==> src/rtl/synth_pkg.sv <==
// Shared types, field positions and rate helper for the envelope path.
package synth_pkg;

  typedef enum logic [2:0] {
    IDLE    = 3'd0,
    ATTACK  = 3'd1,
    DECAY   = 3'd2,
    SUSTAIN = 3'd3,
    RELEASE = 3'd4
  } env_state_t;

  // Bit positions of the 2-bit codes inside amp_envelope
  localparam int ATK_LSB = 0;
  localparam int DEC_LSB = 2;
  localparam int SUS_LSB = 4;
  localparam int REL_LSB = 6;

  // Ticks per 1-LSB step: 1, 4, 16, 64
  function automatic logic [6:0] period_of(input logic [1:0] code);
    return 7'd1 << (2 * code);
  endfunction

endpackage

==> src/rtl/env_prescaler.sv <==
// Sample-tick divider producing one step strobe per rate period.
module env_prescaler
  import synth_pkg::*;
#(
  parameter int DIV_W = 6
) (
  input  logic       clk,
  input  logic       rst_n,
  input  logic       clear,
  input  logic       sample_tick,
  input  logic [1:0] code,
  output logic       step
);

  logic [DIV_W-1:0] cnt;
  logic [DIV_W-1:0] lim;

  // >= rather than == so a shortened period steps on the very next tick
  assign lim  = DIV_W'(period_of(code) - 7'd1);
  assign step = sample_tick & (cnt >= lim);

  // Count ticks; wrap on step, restart whenever the envelope changes phase
  always_ff @(posedge clk or negedge rst_n) begin
    if (!rst_n)           cnt <= '0;
    else if (clear)       cnt <= '0;
    else if (sample_tick) cnt <= step ? '0 : cnt + 1'b1;
  end

endmodule

==> src/rtl/adsr_envelope_gen.sv <==
// ADSR envelope: gate edge detect, five-state FSM and saturating level.
module adsr_envelope_gen
  import synth_pkg::*;
#(
  parameter int LEVEL_W = 8,
  parameter int DIV_W   = 6
) (
  input  logic               clk,
  input  logic               rst_n,
  input  logic               sample_tick,
  input  logic               note_on,
  input  logic [7:0]         amp_envelope,
  output logic [LEVEL_W-1:0] env_level,
  output logic [2:0]         env_state,
  output logic               env_busy
);

  env_state_t        state, state_nxt;
  logic [LEVEL_W-1:0] level, level_nxt;
  logic               gate_q, rise, fall;
  logic               trans, step;
  logic [1:0]         rate_code, sus;
  logic [LEVEL_W-1:0] target;

  assign rise   = note_on & ~gate_q;
  assign fall   = ~note_on & gate_q;
  assign sus    = amp_envelope[SUS_LSB +: 2];
  assign target = {sus, sus, sus, sus};

  // Rate code for the current phase; sustain tracking uses the decay rate
  always_comb begin
    case (state)
      ATTACK:  rate_code = amp_envelope[ATK_LSB +: 2];
      RELEASE: rate_code = amp_envelope[REL_LSB +: 2];
      default: rate_code = amp_envelope[DEC_LSB +: 2];
    endcase
  end

  env_prescaler #(.DIV_W(DIV_W)) u_presc (
    .clk         (clk),
    .rst_n       (rst_n),
    .clear       (trans),
    .sample_tick (sample_tick),
    .code        (rate_code),
    .step        (step)
  );

  // Next state / level: rise > fall > level bound > step; no step on a transition
  always_comb begin
    state_nxt = state;
    level_nxt = level;
    trans     = 1'b0;
    if (rise) begin
      state_nxt = ATTACK;
      trans     = 1'b1;
    end else if (fall && (state == ATTACK || state == DECAY || state == SUSTAIN)) begin
      state_nxt = RELEASE;
      trans     = 1'b1;
    end else begin
      case (state)
        ATTACK: begin
          if (level == '1) begin
            state_nxt = DECAY;
            trans     = 1'b1;
          end else if (step) level_nxt = level + 1'b1;
        end
        DECAY: begin
          if (level <= target) begin
            state_nxt = SUSTAIN;
            trans     = 1'b1;
          end else if (step) level_nxt = level - 1'b1;
        end
        SUSTAIN: begin
          if (step && level < target)      level_nxt = level + 1'b1;
          else if (step && level > target) level_nxt = level - 1'b1;
        end
        RELEASE: begin
          if (level == '0) begin
            state_nxt = IDLE;
            trans     = 1'b1;
          end else if (step) level_nxt = level - 1'b1;
        end
        default: level_nxt = '0;
      endcase
    end
  end

  // State, level and gate history registers
  always_ff @(posedge clk or negedge rst_n) begin
    if (!rst_n) begin
      state  <= IDLE;
      level  <= '0;
      gate_q <= 1'b0;
    end else begin
      state  <= state_nxt;
      level  <= level_nxt;
      gate_q <= note_on;
    end
  end

  assign env_level = level;
  assign env_state = state;
  assign env_busy  = (state != IDLE);

endmodule

==> config.mk <==
export PLATFORM = sky130hd
export DESIGN_NAME = adsr_envelope_gen
export DESIGN_NICKNAME = d
export VERILOG_FILES = /design/src/rtl/synth_pkg.sv /design/src/rtl/env_prescaler.sv /design/src/rtl/adsr_envelope_gen.sv
export SDC_FILE = /design/constraint.sdc
export NUM_CORES = 1
export LEC_CHECK = 0
export ABC_AREA = 1
export CAP_MARGIN = 30
export CORE_ASPECT_RATIO = 0.7
export CORE_UTILIZATION = 35
export CTS_CLUSTER_DIAMETER = 80
export CTS_CLUSTER_SIZE = 8
export DETAILED_ROUTE_END_ITERATION = 10
export GPL_TIMING_DRIVEN = 0
export PLACE_DENSITY = 0.56
export REMOVE_ABC_BUFFERS = 1
export SYNTH_ARGS = -nofsm -noshare
export SYNTH_HDL_FRONTEND = slang
export SYNTH_SLANG_ARGS = --single-unit
==> constraint.sdc <==
create_clock -name clk -period 3.04 [get_ports clk]
set_clock_uncertainty 0.1 [all_clocks]
set_input_delay 0.304 -clock clk [delete_from_list [all_inputs] [get_ports clk]]
set_output_delay 0.304 -clock clk [all_outputs]
set_load 0.03 [all_outputs]
==> results.txt, run 1 <==
- The flow ran to the end, and the final reports show no timing, DRC or antenna violations.
- Number of cells produced by synthesis: roughly 260
- Number of I/O port buffers: 23
- The congestion estimate from routability-driven global placement came to around 0.87.
- Worst-skew pair later-pin latency: approximately 0.25 ns
- TritonCTS built the clock tree.
- Pin placement for this block handled 24 I/O pins.
* Static power due to leakage: 0.00121 uW
* List of cells traversed by the critical path: inv_2 -> nand2_4 -> nor2_4 -> nor3_2 -> a221oi_4 -> inv_2 -> buf_4 -> buf_4 -> nand2_1 -> ha_1 -> nand2_1 -> inv_1 -> a21oi_4 -> a21oi_4 -> buf_4 -> nand3_1 -> nand3_2 -> nand2_4 -> nand2_1 -> nand2_1
- The first routing iteration left 59 violations.
* Antenna diodes: 0
- The floorplan step set the die width to just under 90 um.
- Static timing analysis puts the maximum clock frequency at around 0.34 GHz.
- The critical path is of the flop to flop type.
- Pin count of the biggest net entering global routing: 19
- Leading cell types in the layout, fill and taps excluded: sky130_fd_sc_hd__nand2_1, sky130_fd_sc_hd__inv_1, sky130_fd_sc_hd__clkdlybuf4s50_1, sky130_fd_sc_hd__buf_4
- Once detail routing completed, the nets flagged for antenna violations numbered 0.
- Synthesized area per cell: 6.80 um2
- The synthesized design contains 18 register bits.
- Growth of design area from synthesis to finish: 35.2%
- Detailed routing inserted a total of approximately 1700 vias.
- The number of antenna violations at the first check in global routing was 0.
* Relative max-transition margin: 0.451
- Commonest non-fill, non-tap cell in the layout: sky130_fd_sc_hd__nand2_1
- Number of detailed-routing iterations run before antenna repair: 4
* Grt ovf: 0
- Number of max-cap violations: 0
* Wire length of the first global-routing pass: about 6800 um
* Total number of placement rows: 21
- Yosys printed 0 warnings.
- For this run, the register share of the synthesized area comes to 0.257.
* Pwr Density: 953 mW/mm2
* Clock period minus worst slack: approximately 3.0 ns
* Layout filler cell count: approximately 480
- Buffers from clock root to sink, at most: 2
- Slowest-stage cell, CP: sky130_fd_sc_hd__dfrtp_1
- Across every metal layer, demand over resource in global routing totals 0.165.
- Setup repair after global routing could not meet its margin everywhere.
- Vias in the first global route: ~1500
- Clock-pin slew of the registers on the worst-case setup and hold paths: around 0.070 ns
* Worst Path Max Fanout: 8
- The initial utilization of the core area, before any placement, comes to 0.365.
* Area after DPL: a little over 0.002 mm2
- The tightest min-delay check is of the input port to flop type.
- CTS buffer count: 3
- Wire length per cell: approximately 11 um
* Peak supply drop: between 0.7 and 0.8 mV
- Once detailed placement completed, the half-perimeter wirelength came to 3060 um.
* Distinct cell type count after synthesis: 30
- Number of nets in the layout: roughly 340
- CP required: roughly 3.1 ns
- Placeable core region: approximately 0.0048 mm2
* Num Clock Sinks: 18
- Die ar.: ~0.0053 mm2
- Synthesized cell area: 0.00175 mm2
- Stage delay of the slowest cell on the critical path: roughly 0.40 ns
- Counting stages on the worst path, the most repeated cell is sky130_fd_sc_hd__nand2_1.
* Launching element type of the critical path: flop
- Total Power: roughly 2300 uW
* H-tree levels: 1
- Hold is met by just over 0.4 ns.
* Critical Path End Type: flop
* Vias per std cell: 4.55
- Final setup fails: 0
- Number of slew-limit violations in the final report: 0
- The tree is rooted in a sky130_fd_sc_hd__clkbuf_8.
* Fraction of final layout cells sized beyond drive strength 1: 0.211
- For the pin with the worst max-slew slack, the measured transition is about 0.82 ns.
- The final layout contains routed wiring with a total length of approximately 4300 um.
* Vertical die dimension: around 61 um
- For this run, design rule violations remaining after detail routing come to 0.
- For the worst setup path, the data arrival time is roughly 3.1 ns.
- Number of endpoints with negative hold slack in the final report: 0
* Fin area: roughly 0.0024 mm2
* Share of the clock period used by the worst path: 0.979
- In the final timing run, aggregate negative setup slack is 0 ns.
[metrics by stage]
stage | worst slack [ns] | utilization | instances
2_1_floorplan | -0.128 | - | 255
3_3_place_gp | -0.431 | 0.424 | 347
3_5_place_dp | -0.408 | 0.424 | 347
4_1_cts | 0.000220 | 0.467 | 367
5_1_grt | -0.124 | 0.493 | 372
6_report | 0.0649 | 0.493 | 372
[what timing repair did]
item,CTS,global route
setup endpoints to repair,8,11
buffers inserted,16,5
hold buffers,0,0
pin swaps,9,19
resized for setup,10,19
[critical path: cells and delay by family (launching register included)]
kind / cells / cell delay (ns)
buffers and inverters: 6 / 0.70
AOI/OAI and AO/OA: 3 / 0.49
DFF: 1 / 0.40
adders and majority gates: 1 / 0.26
and+or+nand+nor: 10 / 0.95
[report_power, final]
group          switching (uW)  internal [uW]
clock                    78.5            115
sequential                116            311
combinational             960            678
[Yosys cell counts (all sizes together)]
library cell	count	area (um2)
a211oi	1	7.51
a21oi	9	52.6
a221oi	1	15.0
a31oi	1	6.26
and3	1	6.26
buf	2	18.8
clkbuf	1	13.8
dfrtp	18	450
ha	19	238
inv	36	135
nand2	96	380
nand3	18	95.1
nand3b	1	7.51
nand4	5	31.3
nor2	24	118
nor3	7	35.0
nor3b	1	7.51
nor4	2	12.5
o21ai	3	18.8
xnor2	1	8.76
xor2	11	96.3
[final timing paths]
| kind | from | cells past startpoint | slack (ns) | to |
|---|---|---|---|---|
| min | note_on | 1 | 0.41 | gate_q$_DFF_PN0_ |
| max reg2reg | env_state[0]$_DFFE_PN0P_ | 20 | 0.06 | env_level[2]$_DFFE_PN0P_ |
| min in group asynchronous | rst_n | 1 | 0.42 | env_level[2]$_DFFE_PN0P_ |
| max in group asynchronous | rst_n | 1 | 1.86 | env_state[2]$_DFFE_PN0P_ |
| min reg2reg | u_presc.cnt[0]$_DFFE_PN0P_ | 2 | 0.48 | u_presc.cnt[0]$_DFFE_PN0P_ |
| max | env_state[0]$_DFFE_PN0P_ | 20 | 0.06 | env_level[2]$_DFFE_PN0P_ |
[flip-flops by register name (all words and copies together), names as in the netlist]
register     count
env_level        8
env_state        3
u_presc.cnt      6
gate_q           1
[cell type report]
type | count | area (um2) | share of cell area
timing repair buffer | 44 | 392 | 0.165
sequential | 18 | 452 | 0.191
multi-input combinational | 201 | 1250 | 0.526
clock buffer | 4 | 55.1 | 0.0232
tap | 69 | 86.3 | 0.0364
inverter | 36 | 140 | 0.0591
[per-layer routing]
layer / share of wire / global-route usage
met5: 0 / 0
met1: 0.52 / 0.242
met3: 0.033 / 0.0295
met2: 0.44 / 0.265
met4: 0.0033 / 0.0167
[cell families after synthesis]
logic type,after synthesis,share of synthesized area
buf+inv,39,0.0956
fa+ha+maj,19,0.136
xor+xnor,12,0.0599
flops,18,0.257
compound gates,15,0.0571
simple gates,155,0.395
No activity file was read; power rests on OpenSTA's default activity.
==> run 2, diff against run 1 <==
Settings changed: PLACE_DENSITY 0.56 to 0.54.
Clock period 3.04 ns to 3.13 ns, I/O delays scaled along.
==> run 2 against run 1 <==
Against the previous run:
- total power fell by 4.6%
- largest cell class unchanged
- sequential share of layout area grew 0.060 points
- critical path type unchanged
- largest power group unchanged
- via count down 0.41%
- routed wire length is 1.8% higher
- highest routed layer unchanged
- cell count fell by 0.27%
- die area is the same
==> results.txt, run 2 (synthesis results as in run 1) <==
- Commonest non-fill, non-tap cell in the layout: sky130_fd_sc_hd__nand2_1
* Static power due to leakage: 0.00121 uW
* Overall track demand over capacity in global routing: 0.173
* Clock tree from TritonCTS: done
- Register-to-register setup slack: 0.14 ns
- The floorplan step defined a die boundary enclosing ~0.0053 mm2.
- In this run the clock root is driven by a sky130_fd_sc_hd__clkbuf_8.
- In this run the power density over the cells is 912 mW/mm2.
- Number of nets in the layout: approximately 340
- The critical path is of the flop to flop type.
- Critical Path End Type: flop
* Path category of the worst min-delay check: input port to flop
- The worst-case IR drop observed on VDD is 0.705 mV.
- Share of the clock period used by the worst path: 0.954
- The number of hold-slack violations in the final timing report was 0.
- Vias in the first global route: roughly 1400
- DP HPWL: between 3000 and 4000 um
* Vias per std cell: between 4 and 5
- Setup repair after global routing could not meet its margin everywhere.
- The worst setup path is launched from a flop.
- Placeable core region: approximately 0.0048 mm2
- The clock passes through at most 2 buffers.
- Fraction of final layout cells sized beyond drive strength 1: 0.205
- List of cells traversed by the critical path: inv_4 -> nor2_4 -> buf_4 -> a221oi_4 -> inv_2 -> nor2_4 -> inv_2 -> ha_4 -> ha_4 -> nand2_1 -> nor2_1 -> nand2_1 -> nand2_1 -> nand2_2 -> nor2_2 -> nor2_4 -> nor2_4 -> nand2_1 -> nand2_1
* End point of the most critical hold path: gate_q$_DFF_PN0_
- Worst Reg-to-Reg Cells: 19
- Worst-skew pair later-pin latency: about 0.26 ns
* Final cell count without fillers: ~370
* Clock period minus worst slack: about 3 ns
* Busiest layer in global routing: met1
- Detailed-route DRC error count: 0
* Critical path launch point: env_state[2]$_DFFE_PN0P_
- Number of max-cap violations: 0
- Number of I/O pins: 24
- Summing internal, switching and leakage power gives around 2200 uW.
* Leading cell types in the layout, fill and taps excluded: sky130_fd_sc_hd__nand2_1, sky130_fd_sc_hd__inv_1, sky130_fd_sc_hd__clkdlybuf4s50_1, sky130_fd_sc_hd__buf_4
* Worst Path Max Fanout: 8
* Number of slew-limit violations in the final report: 0
- CTS buffer count: 3
* Cell type group with the largest total delay on the critical path: simple AND/OR/NAND/NOR gates
- In the global route stage, met1 resource usage came out at 0.264.
* Grt ovf: 0
* Growth of design area from synthesis to finish: 34.7%
- Number of buffers and inverters on the critical path: 4
* Routability Congestion: 0.800
* Slowest-stage cell, CP: sky130_fd_sc_hd__dfrtp_2
- Number of I/O port buffers: 23
- Total number of placement rows: 21
- The worst register-to-register path ends at env_level[0]$_DFFE_PN0P_.
- The most numerous cell type found on the critical path is sky130_fd_sc_hd__nand2_1.
* Flip-flop count of the largest register after layout: 8
- Placed cell count: about 350
- Count of cells along the worst hold path: 1
* Num Clock Sinks: 18
- Vertical die dimension: around 61 um
* Worst min-delay path startpoint: note_on
- Highest clock rate: ~0.33 GHz
- The number of antenna violations at the first check in global routing was 0.
- The die is around 87 um wide.
* Layout filler cell count: between 400 and 500
* Relative max-transition margin: 0.444
- For this run, global-route usage on met2 was measured as 0.247.
- Drt total wl: around 4300 um
* Wire length of the first global-routing pass: a little under 7000 um
* Clock-pin slew of the registers on the worst-case setup and hold paths: roughly 0.070 ns
* Met3 Usage GRT: 0.0375
* H-tree levels: 1
- Antenna diodes: 0
- Worst reg2reg path startpoint: env_state[2]$_DFFE_PN0P_
- Stage delay of the slowest cell on the critical path: between 0.4 and 0.5 ns
- Crit path DAT: between 3 and 4 ns
- Entering global routing, the biggest net connects 19 pins.
* Transition at the pin with the smallest max-transition slack: 0.831 ns
- Residual antenna-violating net count after detailed routing: 0
- STA puts the critical path data required time at between 3 and 4 ns.
- Final setup fails: 0
* Number of detailed-routing iterations run before antenna repair: 4
- Dividing the detail-routed wire length by the instance count gives roughly 12 um.
* Initial Util: 0.365
* Run status: finished, final reports clean
* DRT iter0 DRCs: between 50 and 60
- Summing over every cut layer, the via total after detailed routing is between 1500 and 2000.
[run 2: metal layers]
| layer | wire length, um | up-vias |
|---|---|---|
| met4 | 32 | 0 |
| met2 | 1700 | 30 |
| met1 | 2420 | 742 |
| li1 | - | 911 |
| met5 | 0 | - |
| met3 | 174 | 4 |
[run 2: worst max path at each step]
stage,end,slack (ns),cells after the start
2_1_floorplan,env_level[2]$_DFFE_PN0P_,-0.04,22
3_3_place_gp,env_level[4]$_DFFE_PN0P_,-0.42,22
3_5_place_dp,env_level[4]$_DFFE_PN0P_,-0.40,22
4_1_cts,env_level[0]$_DFFE_PN0P_,0.005,20
5_1_grt,env_level[5]$_DFFE_PN0P_,-0.09,20
6_report,env_level[0]$_DFFE_PN0P_,0.14,19
[run 2: power by group]
group	switching [uW]	internal [uW]	total, uW
clock	78.5	85.7	164
sequential	108	302	410
combinational	928	653	1580
[run 2: per-stage QoR]
stage	util	hold slack [ns]	area, um2	TNS [ns]	worst slack, ns
final	0.492	0.414	2360	0	0.144
after global routing	0.492	0.430	2360	-0.628	-0.0943
after CTS	0.460	0.416	2210	0	0.00545
after detailed placement	0.424	0.481	2040	-3.00	-0.397
after global placement	0.424	0.482	2040	-3.14	-0.424
after floorplan	-	-0.0826	1720	-0.261	-0.0375
[run 2: what timing repair did]
action,4_1_cts,5_1_grt
buffers inserted,14,7
hold buffers,0,0
pin swaps,4,15
resized for setup,9,21
endpoints found under the hold margin,0,0
cloned,0,0
endpoints found under the setup margin,8,14
[run 2: layout make-up]
cell class,count,area [um2],share of cell area
sequential,18,452,0.191
inverter,36,140,0.0593
clock buffer,3,41.3,0.0175
timing repair buffer,44,388,0.164
tap,69,86.3,0.0365
multi-input combinational,201,1260,0.531
